<file path="src/rtl/face_display_scheduler.sv">
// Shares the two-digit 7-segment display between the score and timed face showings.
// Optional FACE_BLINK_EN macro makes faces blink (show/blank phases of BLINK_CYCLES).
module face_display_scheduler #(
    parameter int HOLD_CYCLES  = 50,
    parameter int BLINK_CYCLES = 10,
    parameter int CNT_W        = 16
) (
    input  logic       clk,
    input  logic       rst,
    input  logic       newHighScore,
    input  logic       died,
    input  logic [6:0] eyes,
    input  logic [6:0] mouth,
    input  logic [6:0] scoreTens,
    input  logic [6:0] scoreOnes,
    output logic [6:0] segLeft,
    output logic [6:0] segRight,
    output logic       faceActive,
    output logic       faceKind,
    output logic       hsPending
);

    typedef enum logic [1:0] {
        SCORE     = 2'd0,
        FACE_HS   = 2'd1,
        FACE_DIED = 2'd2
    } state_t;

    localparam logic [6:0]       BLANK     = 7'h7F;
    localparam logic [CNT_W-1:0] HOLD_LOAD = CNT_W'(HOLD_CYCLES - 1);
    localparam logic [CNT_W-1:0] CNT_ONE   = CNT_W'(1);

    if (HOLD_CYCLES < 2) begin : g_bad_hold
        $error("HOLD_CYCLES must be at least 2");
    end
    if (BLINK_CYCLES < 1) begin : g_bad_blink
        $error("BLINK_CYCLES must be at least 1");
    end

    state_t           state_q, state_d;
    logic [CNT_W-1:0] hold_cnt_q, hold_cnt_d;
    logic             hs_pending_q, hs_pending_d;
    logic [6:0]       seg_left_q, seg_left_d;
    logic [6:0]       seg_right_q, seg_right_d;
    logic             face_active_q, face_active_d;
    logic             face_kind_q, face_kind_d;
    logic             reload;
    logic             face_on;
    logic             show_face;

    always_comb begin
        state_d      = state_q;
        hold_cnt_d   = hold_cnt_q;
        hs_pending_d = hs_pending_q;
        reload       = 1'b0;
        case (state_q)
            SCORE: begin
                if (died) begin
                    state_d      = FACE_DIED;
                    reload       = 1'b1;
                    hs_pending_d = newHighScore;
                end else if (newHighScore) begin
                    state_d = FACE_HS;
                    reload  = 1'b1;
                end
            end
            FACE_DIED: begin
                if (newHighScore) hs_pending_d = 1'b1;
                if (died) begin
                    reload = 1'b1;
                end else if (hold_cnt_q == '0) begin
                    // a high score arriving on the final cycle still chains straight in
                    if (hs_pending_q || newHighScore) begin
                        state_d      = FACE_HS;
                        reload       = 1'b1;
                        hs_pending_d = 1'b0;
                    end else begin
                        state_d = SCORE;
                    end
                end else begin
                    hold_cnt_d = hold_cnt_q - CNT_ONE;
                end
            end
            FACE_HS: begin
                if (died) begin
                    state_d      = FACE_DIED;
                    reload       = 1'b1;
                    hs_pending_d = 1'b1;
                end else if (newHighScore) begin
                    reload = 1'b1;
                end else if (hold_cnt_q == '0) begin
                    state_d = SCORE;
                end else begin
                    hold_cnt_d = hold_cnt_q - CNT_ONE;
                end
            end
            default: state_d = SCORE;
        endcase
        if (reload) hold_cnt_d = HOLD_LOAD;
    end

    assign face_on = (state_d != SCORE);

`ifdef FACE_BLINK_EN
    localparam logic [CNT_W-1:0] BLINK_LOAD = CNT_W'(BLINK_CYCLES - 1);

    logic [CNT_W-1:0] blink_cnt_q, blink_cnt_d;
    logic             blink_show_q, blink_show_d;

    always_comb begin
        blink_cnt_d  = blink_cnt_q;
        blink_show_d = blink_show_q;
        if (reload) begin
            blink_cnt_d  = BLINK_LOAD;
            blink_show_d = 1'b1;
        end else if (face_on) begin
            if (blink_cnt_q == '0) begin
                blink_cnt_d  = BLINK_LOAD;
                blink_show_d = !blink_show_q;
            end else begin
                blink_cnt_d = blink_cnt_q - CNT_ONE;
            end
        end
    end

    always_ff @(posedge clk) begin
        if (rst) begin
            blink_cnt_q  <= '0;
            blink_show_q <= 1'b1;
        end else begin
            blink_cnt_q  <= blink_cnt_d;
            blink_show_q <= blink_show_d;
        end
    end

    assign show_face = blink_show_d;
`else
    assign show_face = 1'b1;
`endif

    // outputs follow the next state so every change lands one cycle after its cause
    always_comb begin
        seg_left_d    = scoreTens;
        seg_right_d   = scoreOnes;
        face_active_d = face_on;
        face_kind_d   = face_kind_q;
        if (face_on) begin
            seg_left_d  = show_face ? eyes  : BLANK;
            seg_right_d = show_face ? mouth : BLANK;
            face_kind_d = (state_d == FACE_DIED);
        end
    end

    always_ff @(posedge clk) begin
        if (rst) begin
            state_q       <= SCORE;
            hold_cnt_q    <= '0;
            hs_pending_q  <= 1'b0;
            seg_left_q    <= BLANK;
            seg_right_q   <= BLANK;
            face_active_q <= 1'b0;
            face_kind_q   <= 1'b0;
        end else begin
            state_q       <= state_d;
            hold_cnt_q    <= hold_cnt_d;
            hs_pending_q  <= hs_pending_d;
            seg_left_q    <= seg_left_d;
            seg_right_q   <= seg_right_d;
            face_active_q <= face_active_d;
            face_kind_q   <= face_kind_d;
        end
    end

    assign segLeft    = seg_left_q;
    assign segRight   = seg_right_q;
    assign faceActive = face_active_q;
    assign faceKind   = face_kind_q;
    assign hsPending  = hs_pending_q;

endmodule

</file>
<file path="config.mk">
export PLATFORM = sky130hd
export DESIGN_NAME = face_display_scheduler
export DESIGN_NICKNAME = d
export VERILOG_FILES = /design/src/rtl/face_display_scheduler.sv
export SDC_FILE = /design/constraint.sdc
export NUM_CORES = 1
export LEC_CHECK = 0
export CORE_ASPECT_RATIO = 0.6
export CORE_UTILIZATION = 45
export DETAILED_ROUTE_END_ITERATION = 10
export DONT_BUFFER_PORTS = 1
export GPL_TIMING_DRIVEN = 0
export PLACE_DENSITY = 0.64
export SLEW_MARGIN = 30
export SYNTH_ARGS = -nofsm -noshare
export SYNTH_HDL_FRONTEND = slang
export SYNTH_SLANG_ARGS = --single-unit
export TNS_END_PERCENT = 5
</file>
<file path="constraint.sdc">
create_clock -name clk -period 3.25 [get_ports clk]
set_clock_uncertainty 0.1 [all_clocks]
set_input_delay 0.4875 -clock clk [delete_from_list [all_inputs] [get_ports clk]]
set_output_delay 0.4875 -clock clk [all_outputs]
set_load 0.05 [all_outputs]
</file>
# Word-level counts from Yosys, hierarchy flattened
# Cells that the tools add are included.
# classes
add_sub_neg,1
n_eq_ne,11
mux,30
reduce_logical,12
# ops
cell,count
$mux W16,4
$pmux W16 S2,1
$logic_not A16 Y1,1
$sub A16 B1 Y16 const B,1
$mux W2,7
$mux W7,2
$mux W1,12
$ne A2 B2 Y1 const B,5
$ne A3 B3 Y1 const B,3
$reduce_and A4 Y1,2
$mux W6,1
$pmux W2 S3,1
$reduce_bool A3 Y1,2
$eq A2 B2 Y1 const B,2
$reduce_bool A2 Y1,2
$reduce_or A2 Y1,2
$pmux W1 S3,1
$reduce_and A3 Y1,1
$eq A2 B1 Y1 const B,1
$logic_not A2 Y1,1
$pmux W1 S2,1
$logic_or A1 B1 Y1,1
# totals
ff_bits,35
inputBits,32
output_inout_bits,17
wordCells,62

# Longest topological paths before layout
# Gate-level depths: netlist of the first run.
# logic_depth
word_depth,7
ltp_mapped,10
mapped_depth_nobuf,8

# Least setup slack after synthesis of the first run
# No wires, ideal clock.
# synth_timing
kind,register to register
start,register hold_cnt_q[0]
end,register face_active_q (netlist: faceActive)
setup_ns,0.115
arrival_time_ns,2.177
required_ns,3.035
slack_ns,0.858
stages_incl_launch_ff,10
path_buffers,1
synth_period_minus_slack_ns,2.392
path_cell_list,dfxtp_1 > inv_1 > ha_1 > nor4b_1 > nand4b_4 > o311a_4 > a311oi_4 > a21oi_4 > buf_6 > and2_1
# synth_between
elab_chain_cells,6
word_cells_on_any_way,8
cone_classes,mux: 6; reduce/logical: 2
# synth_lines
element,line,text
from (decl),41,"logic [CNT_W-1:0] hold_cnt_q, hold_cnt_d;"
from (signal assigned),165,hold_cnt_q <= hold_cnt_d;
$logic_not A16 Y1 *,"71, 91",
$mux W2,91,end else if (hold_cnt_q == '0) begin
$mux W2,89,end else if (newHighScore) begin
$mux W2,85,if (died) begin
$pmux W2 S3 *,56,case (state_q)
$reduce_bool A2 Y1 *,102,assign face_on = (state_d != SCORE);
to (signal assigned),169,face_active_q <= face_active_d;
to (decl),45,"logic face_active_q, face_active_d;"
# Every way passes the cells marked *; elsewhere a longest branch is shown, timed or not.
# A chain may end at the register's enable or synchronous reset.

# Worst setup path in the final report of the first run
# layout_timing
start,register hold_cnt_q[0]
end,register hold_cnt_q[9]
# layout_between
elab_chain_cells,5
word_cells_on_any_way,11
cone_classes,add/sub: 1; mux: 8; reduce/logical: 2
# layout_lines
element,line
$sub A16 B1 Y16 or $logic_not A16 Y1 (tied branches),--
$mux W16 or $mux W1 (tied branches),"71, 91"
$mux W16 or $mux W1 (tied branches),"89, 69"
$mux W16 or $pmux W1 S2 (tied branches),"85, 56"
$pmux W16 S2 or $reduce_or A2 Y1 (tied branches),--
# Parallel ways exist; a longest one is shown, timed or not. The select of a mux whose other input is x is not followed.

==> metrics.yaml, run 1 <==
antenna_cells: 0
core_area_mm2: 0.003786
synth-seq-cells: 35
antenna_found_initial: 0
start_util_pct: 48.38
antenna_left: 0
ff_latch_area_um2: 700.7
synth-xor-area-share_pct: 4.781
post_synth.cell_area_avg_um2: 8.681
synth_area_leaders: "dfxtp_1 38%, nor2_1 9.8%, mux2i_1 7.7%, ha_1 4.8%, xor2_1 2.9%"
combPwrFrac_pct: 26.8
clk_path_buf_depth: 2
period_share_pct: 82.97
cpMostUsedCell: "buf_2"
max_cap_viol_count: 0
synth_top_cell_area_share_pct: 38.25
dp_hpwl_um: 2936
cts-resized-gates: 0
row_count: 17
synth.area.mux_share_pct: 7.650
grt_pass1_wl_um: 6196
arrival_ns: 2.77
portBuffers: 0
wl_per_cell_um: 14.97
fillerInstances: 365
synth-simple-area-share_pct: 24.45
async_flop_share_pct: 0
setup_tns_ns: 0
syn_area_mm2: 0.001832
viasPerCell: 5.657
vias: 1499
root_buffer: "clkbuf_8"
cp.depth: 9
p_leak_nw: 0.8044
cp-start-kind: "flip-flop"
worstHoldStart: "scoreTens[0]"
finalSetupViolCount: 0
crit_fanout: 10
violations: "DRC"
synthDistinctLibCells: 45
synth_top_family_by_area: "simple AND/OR/NAND/NOR gates"
status: "finished, violations left"
drc: 1
rr_worst_depth: 9
synth_fa_ha_area_share_pct: 4.781
post-cts-setup-buffers: 0
relSlewSlack_pct: 57.67
internal-power_uw: 873.0
cp-end-kind: "flip-flop"
postSynthCellCount: 211
grt_overflow: 0
gp_congestion: 0.8822
synth_compound_area_share_pct: 15.85
tightest_slew_ns: 0.6291
clock_latency_ns: 0.28
drt_iter0_drc: 107
fp.dieW_um: 84.37
cp_cell_sequence: "inv_1, ha_1, nor4b_1, nand4b_4, buf_2, a311o_1, nand2_1, buf_2, nor2_1"
cts_tree: "built"
synth_top_area_cell: "dfxtp_1"
timing.fmax_mhz: 370.8
grt_max_degree: 12
die_h_um: 51.42
die_area_mm2: 0.004338
p_switching_uw: 546.6
synth-edff-count: 0
cp.required_ns: 3.32
fin_crit_ns: 2.697
synthTopCellsByCount: "48 x nor2_1, 35 x dfxtp_1, 14 x mux2i_1, 9 x a21oi_1"
synth-main-ff-cell: "dfxtp_1"
drive_above_1_share_pct: 7.339
clkSlewWorstSetupHoldPaths_ns: 0.07
drt-total-wl_um: 3966
yosysSeqAreaShare_pct: 38.25
final_nets: 257
min_path_type: "in2reg"
swShare_pct: 38.50
cp_top_family: "simple AND/OR/NAND/NOR gates"
peakVddDrop_mv: 0.3778
htreeDepth: 2
synth_fp_nets: 250
cp_num_buf_inv: 3
yosys_warnings: 0
p_per_area_mw_per_mm2: 710.9
cts_hold_buf: 0
rsz0062_at_grt: "no"
yosysMostFrequentCell: "nor2_1"
r2r-end: "hold_cnt_q[9]$_SDFFE_PP0P_"
critPathKind: "reg2reg"
p_clk_share_pct: 26.6
hold_depth: 2
reg2reg_slack_ns: 0.55
grt_use_total_pct: 18.77
areaGrowthSynthToFinish_pct: 9.017
crit_slowest_cell: "nor4b_1"
cts_sinks: 35
multi_input_area_mm2: 0.001054
critPathMaxStageDelay_ns: 0.47
maxSlewViolCount: 0
seqPwrFrac_pct: 46.6
numCtsBuffers: 5
r2r-start: "hold_cnt_q[0]$_SDFFE_PP0P_"
io_pins: 49
min_to: "segLeft[0]$_SDFF_PP1_"
postLayoutCoreUtil_pct: 52.74
firstDrtPassIters: 7
hold_viol: 0
grt_pass1_vias: 1291
[cell families (layout without fill, tap and decap cells)]
family                     count (synthesis)  in the layout
and+or+nand+nor                           90             90
AOI/OAI and AO/OA                         37             37
DFF                                       35             35
buffers and inverters                     18             25
muxes                                     14             14
xor gates and xnor gates                  10             10
adders and majority gates                  7              7
[worst max path at each step]
stage / start / end / slack [ns]
3_3_place_gp: hold_cnt_q[0]$_SDFFE_PP0P_ / hold_cnt_q[15]$_SDFFE_PP0P_ / 0.57
6_report: hold_cnt_q[0]$_SDFFE_PP0P_ / hold_cnt_q[9]$_SDFFE_PP0P_ / 0.55
3_5_place_dp: hold_cnt_q[0]$_SDFFE_PP0P_ / hold_cnt_q[9]$_SDFFE_PP0P_ / 0.57
5_1_grt: state_q[1]$_SDFF_PP0_ / hold_cnt_q[15]$_SDFFE_PP0P_ / 0.35
2_1_floorplan: hold_cnt_q[0]$_SDFFE_PP0P_ / faceActive$_SDFF_PP0_ / 0.86
4_1_cts: hold_cnt_q[0]$_SDFFE_PP0P_ / hold_cnt_q[9]$_SDFFE_PP0P_ / 0.56
[per-stage QoR]
step	hold slack, ns	setup slack (ns)	power, mW	cell area [µm²]	std cells
after floorplan	0.3674	0.8577	0.9703	1832	211
after global placement	0.3837	0.5724	1.038	1891	258
after detailed placement	0.3988	0.5702	1.044	1891	258
after CTS	0.2631	0.5565	1.424	1997	265
after global routing	0.2635	0.3538	1.493	1997	265
final	0.2658	0.5535	1.420	1997	265
[metal layers]
layer  GRT usage, %  share of wire [%]  vias to the layer above
met1          27.29                 49                      676
met2          26.50                 41                       70
li1               -                  -                      748
met4          5.932               0.98                        0
met5              0                  0                        -
met3          5.331                9.1                        5
[cells in the final DEF (no fill, tap or decap), types with 2 or more instances in the layout]
master / count
nor2_1: 48
nand3b_1: 2
nand3_1: 2
o21ai_0: 7
ha_1: 7
nor3_1: 6
and3_1: 2
a21o_1: 2
mux2i_1: 14
buf_2: 2
a311oi_1: 2
xnor2_1: 4
nand4_1: 2
xor2_1: 6
and2_1: 2
nor4_1: 3
inv_1: 7
nor4b_1: 2
nor2b_1: 2
nand2b_1: 2
nor3b_1: 2
clkbuf_1: 8
clkbuf_8: 5
dfxtp_1: 35
or3_1: 3
o21bai_1: 2
a211oi_1: 3
nand2_1: 8
a21oi_1: 9
[final cells by class]
| cell class | instances | area share (%) |
|---|---|---|
| Buffer | 11 | 2.569 |
| Multi-Input combinational cell | 158 | 52.76 |
| Inverter | 7 | 1.316 |
| Sequential cell | 35 | 35.09 |
| Tap cell | 47 | 2.945 |
| Clock buffer | 5 | 3.446 |
| Clock inverter | 2 | 1.880 |
[flip-flops by register name, indices dropped and copies added (netlist names), named ones only]
| name | count |
|---|---|
| hold_cnt_q | 13 |
| faceKind | 1 |
| faceActive | 1 |
| segLeft | 7 |
| segRight | 7 |
| hsPending | 1 |
| state_q | 2 |
[power groups by stage]
stage | registers [mW] | clock network, mW | logic (mW)
6_report | 0.662 | 0.377 | 0.380
5_1_grt | 0.668 | 0.404 | 0.420
2_1_floorplan | 0.657 | 0 | 0.314
4_1_cts | 0.662 | 0.385 | 0.377
3_5_place_dp | 0.670 | 0 | 0.374
3_3_place_gp | 0.670 | 0 | 0.368
Power figures use the tool's default switching activity.
==> run 2: changes to the inputs <==
--- a/config.mk
+++ b/config.mk
@@ -10,7 +10,7 @@
 export DETAILED_ROUTE_END_ITERATION = 10
 export DONT_BUFFER_PORTS = 1
 export GPL_TIMING_DRIVEN = 0
-export PLACE_DENSITY = 0.64
+export PLACE_DENSITY = 0.66
 export SLEW_MARGIN = 30
 export SYNTH_ARGS = -nofsm -noshare
 export SYNTH_HDL_FRONTEND = slang
==> constraint.sdc (replaced) <==
create_clock -name clk -period 2.4 [get_ports clk]
set_clock_uncertainty 0.1 [all_clocks]
set_input_delay 0.36 -clock clk [delete_from_list [all_inputs] [get_ports clk]]
set_output_delay 0.36 -clock clk [all_outputs]
set_load 0.05 [all_outputs]
==> run 2 against run 1 <==
The flow now finishes without violations. Largest power group unchanged. Worst hold slack got worse by 0.14 ns. Critical path depth is 2 lower. Die area unchanged. Critical endpoint is now segLeft[1]$_SDFF_PP1_. Largest cell class unchanged.
==> metrics.yaml, run 2 (same netlist as run 1, synthesis figures left out) <==
root_buffer: "clkbuf_8"  # unchanged
min_path_type: "in2reg"  # unchanged
htreeDepth: 2  # unchanged
min_to: "segLeft[3]$_SDFF_PP1_"  # was segLeft[0]$_SDFF_PP1_
drc: 0  # was 1
die_area_mm2: 0.004338  # unchanged
finalSetupViolCount: 0  # unchanged
p_leak_nw: 0.8883  # was 0.8044 nW
cts_tree: "built"  # unchanged
timing.fmax_mhz: 418.6  # was 370.8 MHz
numCtsBuffers: 5  # unchanged
drive_above_1_share_pct: 17.62  # was 7.339%
drt_iter0_drc: 131  # was 107
peakVddDrop_mv: 0.5987  # was 0.3778 mV
pre_cts_ws_ns: -0.2594  # was 0.5702 ns
max_cap_viol_count: 0  # unchanged
hold_slack_ns: 0.1301  # was 0.2658 ns
layout_commonest_cell: "nor2_1"  # unchanged
grt_pass1_vias: 1370  # was 1,291
worstHoldStart: "scoreTens[3]"  # was scoreTens[0]
grt_overflow: 0  # unchanged
cp_cell_sequence: "or4_4, nand4b_4, buf_6, o311a_4, a21oi_4, clkbuf_16, mux2i_1"  # was inv_1, ha_1, nor4b_1, nand4b_4, buf_2, a311o_1, nand2_1, buf_2, nor2_1
ff_latch_area_um2: 710.7  # was 700.7 µm²
status: "finished, final reports clean"  # was finished, violations left
p_per_area_mw_per_mm2: 965.1  # was 710.9 mW/mm²
place_inst: 258  # unchanged
tightest_slew_ns: 0.6072  # was 0.6291 ns
multi_input_area_mm2: 0.001110  # was 0.001054 mm²
critPathKind: "reg2reg"  # unchanged
fp.dieW_um: 84.37  # unchanged
vias: 1527  # was 1,499
r2r-end: "segLeft[1]$_SDFF_PP1_"  # was hold_cnt_q[9]$_SDFFE_PP0P_
maxSlewViolCount: 0  # unchanged
final_nets: 265  # was 257
grt_use_total_pct: 20.50  # was 18.77%
placed_area_mm2: 0.001891  # unchanged
cp.required_ns: 2.52  # was 3.32 ns
largest_register_ffs: 13  # unchanged
drt-total-wl_um: 4264  # was 3966 µm
antenna_left: 0  # unchanged
reg2reg_slack_ns: 0.01  # was 0.55 ns
die_h_um: 51.42  # unchanged
portBuffers: 0  # unchanged
fin_cells: 274  # was 265
worst_slack_ns: 0.01082  # was 0.5535 ns
io_pins: 49  # unchanged
viasPerCell: 5.573  # was 5.657
grt_max_degree: 14  # was 12
start_util_pct: 48.38  # unchanged
critPathMaxStageDelay_ns: 0.53  # was 0.47 ns
fin_area_mm2: 0.002180  # was 0.001997 mm²
hold_depth: 2  # unchanged
clock_latency_ns: 0.29  # was 0.28 ns
grt_pass1_wl_um: 6630  # was 6196 µm
wl_per_cell_um: 15.56  # was 14.97 µm
cp-start-kind: "flip-flop"  # unchanged
cp-end-kind: "flip-flop"  # unchanged
crit_fanout: 5  # was 10
clkSlewWorstSetupHoldPaths_ns: 0.09  # was 0.07 ns
r2r-start: "hold_cnt_q[10]$_SDFFE_PP0P_"  # was hold_cnt_q[0]$_SDFFE_PP0P_
final_cell_mix: "48 x nor2_1, 31 x dfxtp_1, 12 x mux2i_1"  # was 48 x nor2_1, 35 x dfxtp_1, 14 x mux2i_1
dp_hpwl_um: 2903  # was 2936 µm
hold_viol: 0  # unchanged
clk_path_buf_depth: 2  # unchanged
relSlewSlack_pct: 59.46  # was 57.67%
firstDrtPassIters: 4  # was 7
antenna_found_initial: 0  # unchanged
top_register: "hold_cnt_q"  # unchanged
fillerInstances: 320  # was 365
fin_crit_ns: 2.389  # was 2.697 ns
arrival_ns: 2.51  # was 2.77 ns
rr_worst_depth: 7  # was 9
crit_slowest_cell: "or4_4"  # was nor4b_1
cts_sinks: 35  # unchanged
period_share_pct: 99.55  # was 82.97%
rsz0062_at_grt: "yes"  # was no
core_area_mm2: 0.003786  # unchanged
gp_congestion: 0.9238  # was 0.8822
row_count: 17  # unchanged
areaGrowthSynthToFinish_pct: 18.99  # was 9.017%
antenna_cells: 0  # unchanged
[run 2: worst max path at each step]
stage               slack [ns]                   startpoint                          end
detailed placement       -0.26        state_q[1]$_SDFF_PP0_        faceActive$_SDFF_PP0_
global route             -0.04  hold_cnt_q[10]$_SDFFE_PP0P_        segLeft[6]$_SDFF_PP1_
CTS                      -0.03   hold_cnt_q[8]$_SDFFE_PP0P_        segLeft[2]$_SDFF_PP1_
floorplan                0.008   hold_cnt_q[0]$_SDFFE_PP0P_        faceActive$_SDFF_PP0_
finish                    0.01  hold_cnt_q[10]$_SDFFE_PP0P_        segLeft[1]$_SDFF_PP1_
global placement         -0.25   hold_cnt_q[0]$_SDFFE_PP0P_  hold_cnt_q[10]$_SDFFE_PP0P_
[run 2: stage by stage]
step	power (mW)	TNS, ns	util (%)
after floorplan	1.314	0	-
after global placement	1.414	-5.320	49.93
after detailed placement	1.417	-5.248	49.93
after CTS	2.024	-0.08619	54.89
after global routing	2.209	-0.3069	57.57
final	2.103	0	57.57
[run 2: repair_timing]
action	in CTS	in global routing
hold buffers	0	0
cloned	0	1
endpoints found under the setup margin	31	31
pin swaps	3	6
resized for setup	11	14
setup buffers	5	3
[run 2: critical path, delay by kind of cell, from the launching register on]
| family | cells | cell delay, ns |
|---|---|---|
| compound gates | 2 | 0.60 |
| buf+inv | 2 | 0.36 |
| flops | 1 | 0.33 |
| mux | 1 | 0.19 |
| simple gates | 2 | 0.75 |
[run 2: power breakdown]
part / switching [mW] / internal [mW]
sequential: 0.242 / 0.659
combinational: 0.329 / 0.328
clock: 0.232 / 0.315
[run 2: final cells by class]
class                      count  area share, %
buffer                        10          2.985
clock buffer                   5          3.157
clock inverter                 3          2.181
inverter                       7          1.206
multi-input combinational    158          50.92
sequential                    35          32.61
tap                           47          2.698
timing repair buffer           9          4.248
[run 2: metal layers]
| layer | vias up | GRT usage, % | routed length [µm] |
|---|---|---|---|
| met5 | - | 0 | 0 |
| met4 | 0 | 7.627 | 32 |
| met3 | 2 | 7.754 | 389 |
| met2 | 58 | 28.83 | 1799 |
| met1 | 699 | 28.37 | 2042 |
| li1 | 768 | - | - |
==> run 3: changes to the inputs <==
--- a/config.mk
+++ b/config.mk
@@ -6,6 +6,7 @@
 export NUM_CORES = 1
 export LEC_CHECK = 0
 export CORE_ASPECT_RATIO = 0.6
+export CORE_MARGIN = 5
 export CORE_UTILIZATION = 45
 export DETAILED_ROUTE_END_ITERATION = 10
 export DONT_BUFFER_PORTS = 1
==> run 3 against run 2 <==
Non-clock buffer count fell by 6. Design area is 3.9% lower. Via count fell by 1.9%. Critical path type unchanged. Combinational power fell by 11%. Setup slack gained 0.0027 ns. Clock power decreased by 5.9%. Wire length down 5.5%. Core utilization shrank 5.3 points. Worst hold slack gained 0.0024 ns. Flip-flop and latch count did not move.
==> metrics.yaml, run 3 (same netlist as run 1, synthesis figures left out) <==
status: "finished, final reports clean"  # unchanged
cp-start-kind: "flip-flop"  # unchanged
fillerInstances: 371  # was 320
rsz0062_at_grt: "yes"  # unchanged
cp.depth: 7  # unchanged
grt_max_degree: 12  # was 14
layout_commonest_cell: "nor2_1"  # unchanged
largest_register_ffs: 13  # unchanged
cp-end-kind: "flip-flop"  # unchanged
cp_top_family: "simple AND/OR/NAND/NOR gates"  # unchanged
drt-total-wl_um: 4031  # was 4264 µm
cp_num_buf_inv: 1  # was 2
crit_fanout: 10  # was 5
relSlewSlack_pct: 58.99  # was 59.46%
drc: 0  # unchanged
final_nets: 259  # was 265
row_count: 18  # was 17
cp.required_ns: 2.48  # was 2.52 ns
clk_path_buf_depth: 2  # unchanged
antenna_cells: 0  # unchanged
cts_sinks: 35  # unchanged
final_cell_mix: "48 x nor2_1, 30 x dfxtp_1, 13 x mux2i_1"  # was 48 x nor2_1, 31 x dfxtp_1, 12 x mux2i_1
arrival_ns: 2.47  # was 2.51 ns
clkSlewWorstSetupHoldPaths_ns: 0.07  # was 0.09 ns
top_register: "hold_cnt_q"  # unchanged
finalSetupViolCount: 0  # unchanged
grt_pass1_vias: 1345  # was 1,370
drive_above_1_share_pct: 14.55  # was 17.62%
crit_slowest_cell: "or4_4"  # unchanged
firstDrtPassIters: 4  # unchanged
worst_slack_ns: 0.01353  # was 0.01082 ns
period_share_pct: 99.44  # was 99.55%
min_path_type: "in2reg"  # unchanged
peakVddDrop_mv: 0.5012  # was 0.5987 mV
fin_crit_ns: 2.386  # was 2.389 ns
wl_per_cell_um: 14.93  # was 15.56 µm
p_per_area_mw_per_mm2: 952.3  # was 965.1 mW/mm²
hold_slack_ns: 0.1325  # was 0.1301 ns
die_h_um: 59.42  # was 51.42 µm
antenna_found_initial: 0  # unchanged
vias: 1498  # was 1,527
die_area_mm2: 0.005488  # was 0.004338 mm²
max_cap_viol_count: 0  # unchanged
viasPerCell: 5.548  # was 5.573
critPathKind: "reg2reg"  # unchanged
maxSlewViolCount: 0  # unchanged
fin_cells: 270  # was 274
p_leak_nw: 0.8359  # was 0.8883 nW
core_area_mm2: 0.004009  # was 0.003786 mm²
tightest_slew_ns: 0.6143  # was 0.6072 ns
cp_cell_sequence: "or4_4, nand4b_4, o311a_4, a311oi_4, a21oi_4, buf_8, and2_1"  # was or4_4, nand4b_4, buf_6, o311a_4, a21oi_4, clkbuf_16, mux2i_1
clock_latency_ns: 0.29  # about the same
hold_viol: 0  # unchanged
postLayoutCoreUtil_pct: 52.25  # was 57.57%
drt_iter0_drc: 126  # was 131
antenna_left: 0  # unchanged
areaGrowthSynthToFinish_pct: 14.34  # was 18.99%
portBuffers: 0  # unchanged
critPathMaxStageDelay_ns: 0.55  # was 0.53 ns
timing.fmax_mhz: 419.0  # was 418.6 MHz
place_inst: 261  # was 258
grt_overflow: 0  # unchanged
dp_hpwl_um: 2948  # was 2903 µm
numCtsBuffers: 5  # unchanged
start_util_pct: 45.69  # was 48.38%
rr_worst_depth: 7  # unchanged
pre_cts_ws_ns: -0.2609  # was -0.2594 ns
htreeDepth: 2  # unchanged
grt_pass1_wl_um: 6548  # was 6630 µm
grt_use_total_pct: 15.42  # was 20.50%
power_mw: 1.995  # was 2.103 mW
fp.dieW_um: 92.37  # was 84.37 µm
gp_congestion: 0.8206  # was 0.9238
hold_depth: 2  # unchanged
root_buffer: "clkbuf_8"  # unchanged
io_pins: 49  # unchanged
cts_tree: "built"  # unchanged
[run 3: timing repair]
action	4_1_cts	5_1_grt
pin swaps	3	5
setup endpoints to repair	30	30
setup buffers	3	0
gates resized for setup	9	13
hold buffers	0	0
[run 3: path summary, 6_finish.rpt]
| kind | endpoint | slack, ns | startpoint |
|---|---|---|---|
| hold reg to reg | hold_cnt_q[11]$_SDFFE_PP0P_ | 0.40 | hold_cnt_q[11]$_SDFFE_PP0P_ |
| setup reg to reg | faceActive$_SDFF_PP0_ | 0.01 | hold_cnt_q[10]$_SDFFE_PP0P_ |
| hold / removal | segRight[0]$_SDFF_PP1_ | 0.13 | scoreOnes[0] |
| setup / recovery | faceActive$_SDFF_PP0_ | 0.01 | hold_cnt_q[10]$_SDFFE_PP0P_ |
[run 3: cell type report]
class                           count  area [µm²]  share of cell area [%]
Timing Repair Buffer                3       30.03                   1.434
Sequential cell                    35       711.9                   33.99
Clock buffer                        5       68.82                   3.286
Buffer                             10       60.06                   2.867
Tap cell                           50       62.56                   2.987
Inverter                            7       26.28                   1.254
Clock inverter                      2       37.54                   1.792
Multi-Input combinational cell    158        1097                   52.39
[run 3: worst register-to-register path: stages, from the launching register on]
cell	delay, ns
dfxtp_2	0.33
or4_4	0.55
nand4b_4	0.22
o311a_4	0.35
a311oi_4	0.31
a21oi_4	0.12
buf_8	0.16
and2_1	0.15
[run 3: power breakdown]
part	internal (mW)	switching (mW)
clock	0.303	0.212
combinational	0.272	0.309
sequential	0.659	0.240
total	1.23	0.760
[run 3: metal layers]
layer / share of wire, % / routed length (µm) / GRT usage (%) / vias to the layer above
met1: 51 / 2055 / 22.80 / 666
li1: - / - / - / 758
met4: 0.74 / 30 / 4.228 / 0
met2: 36 / 1450 / 18.14 / 70
met5: 0 / 0 / 0 / -
met3: 12 / 495 / 8.756 / 4
[run 3: metrics by stage]
| stage | instance area [µm²] | setup TNS [ns] |
|---|---|---|
| global placement | 1894 | -4.699 |
| global route | 2095 | -0.1681 |
| floorplan | 1832 | 0 |
| CTS | 2052 | -0.3302 |
| finish | 2095 | 0 |
| detailed placement | 1894 | -5.500 |
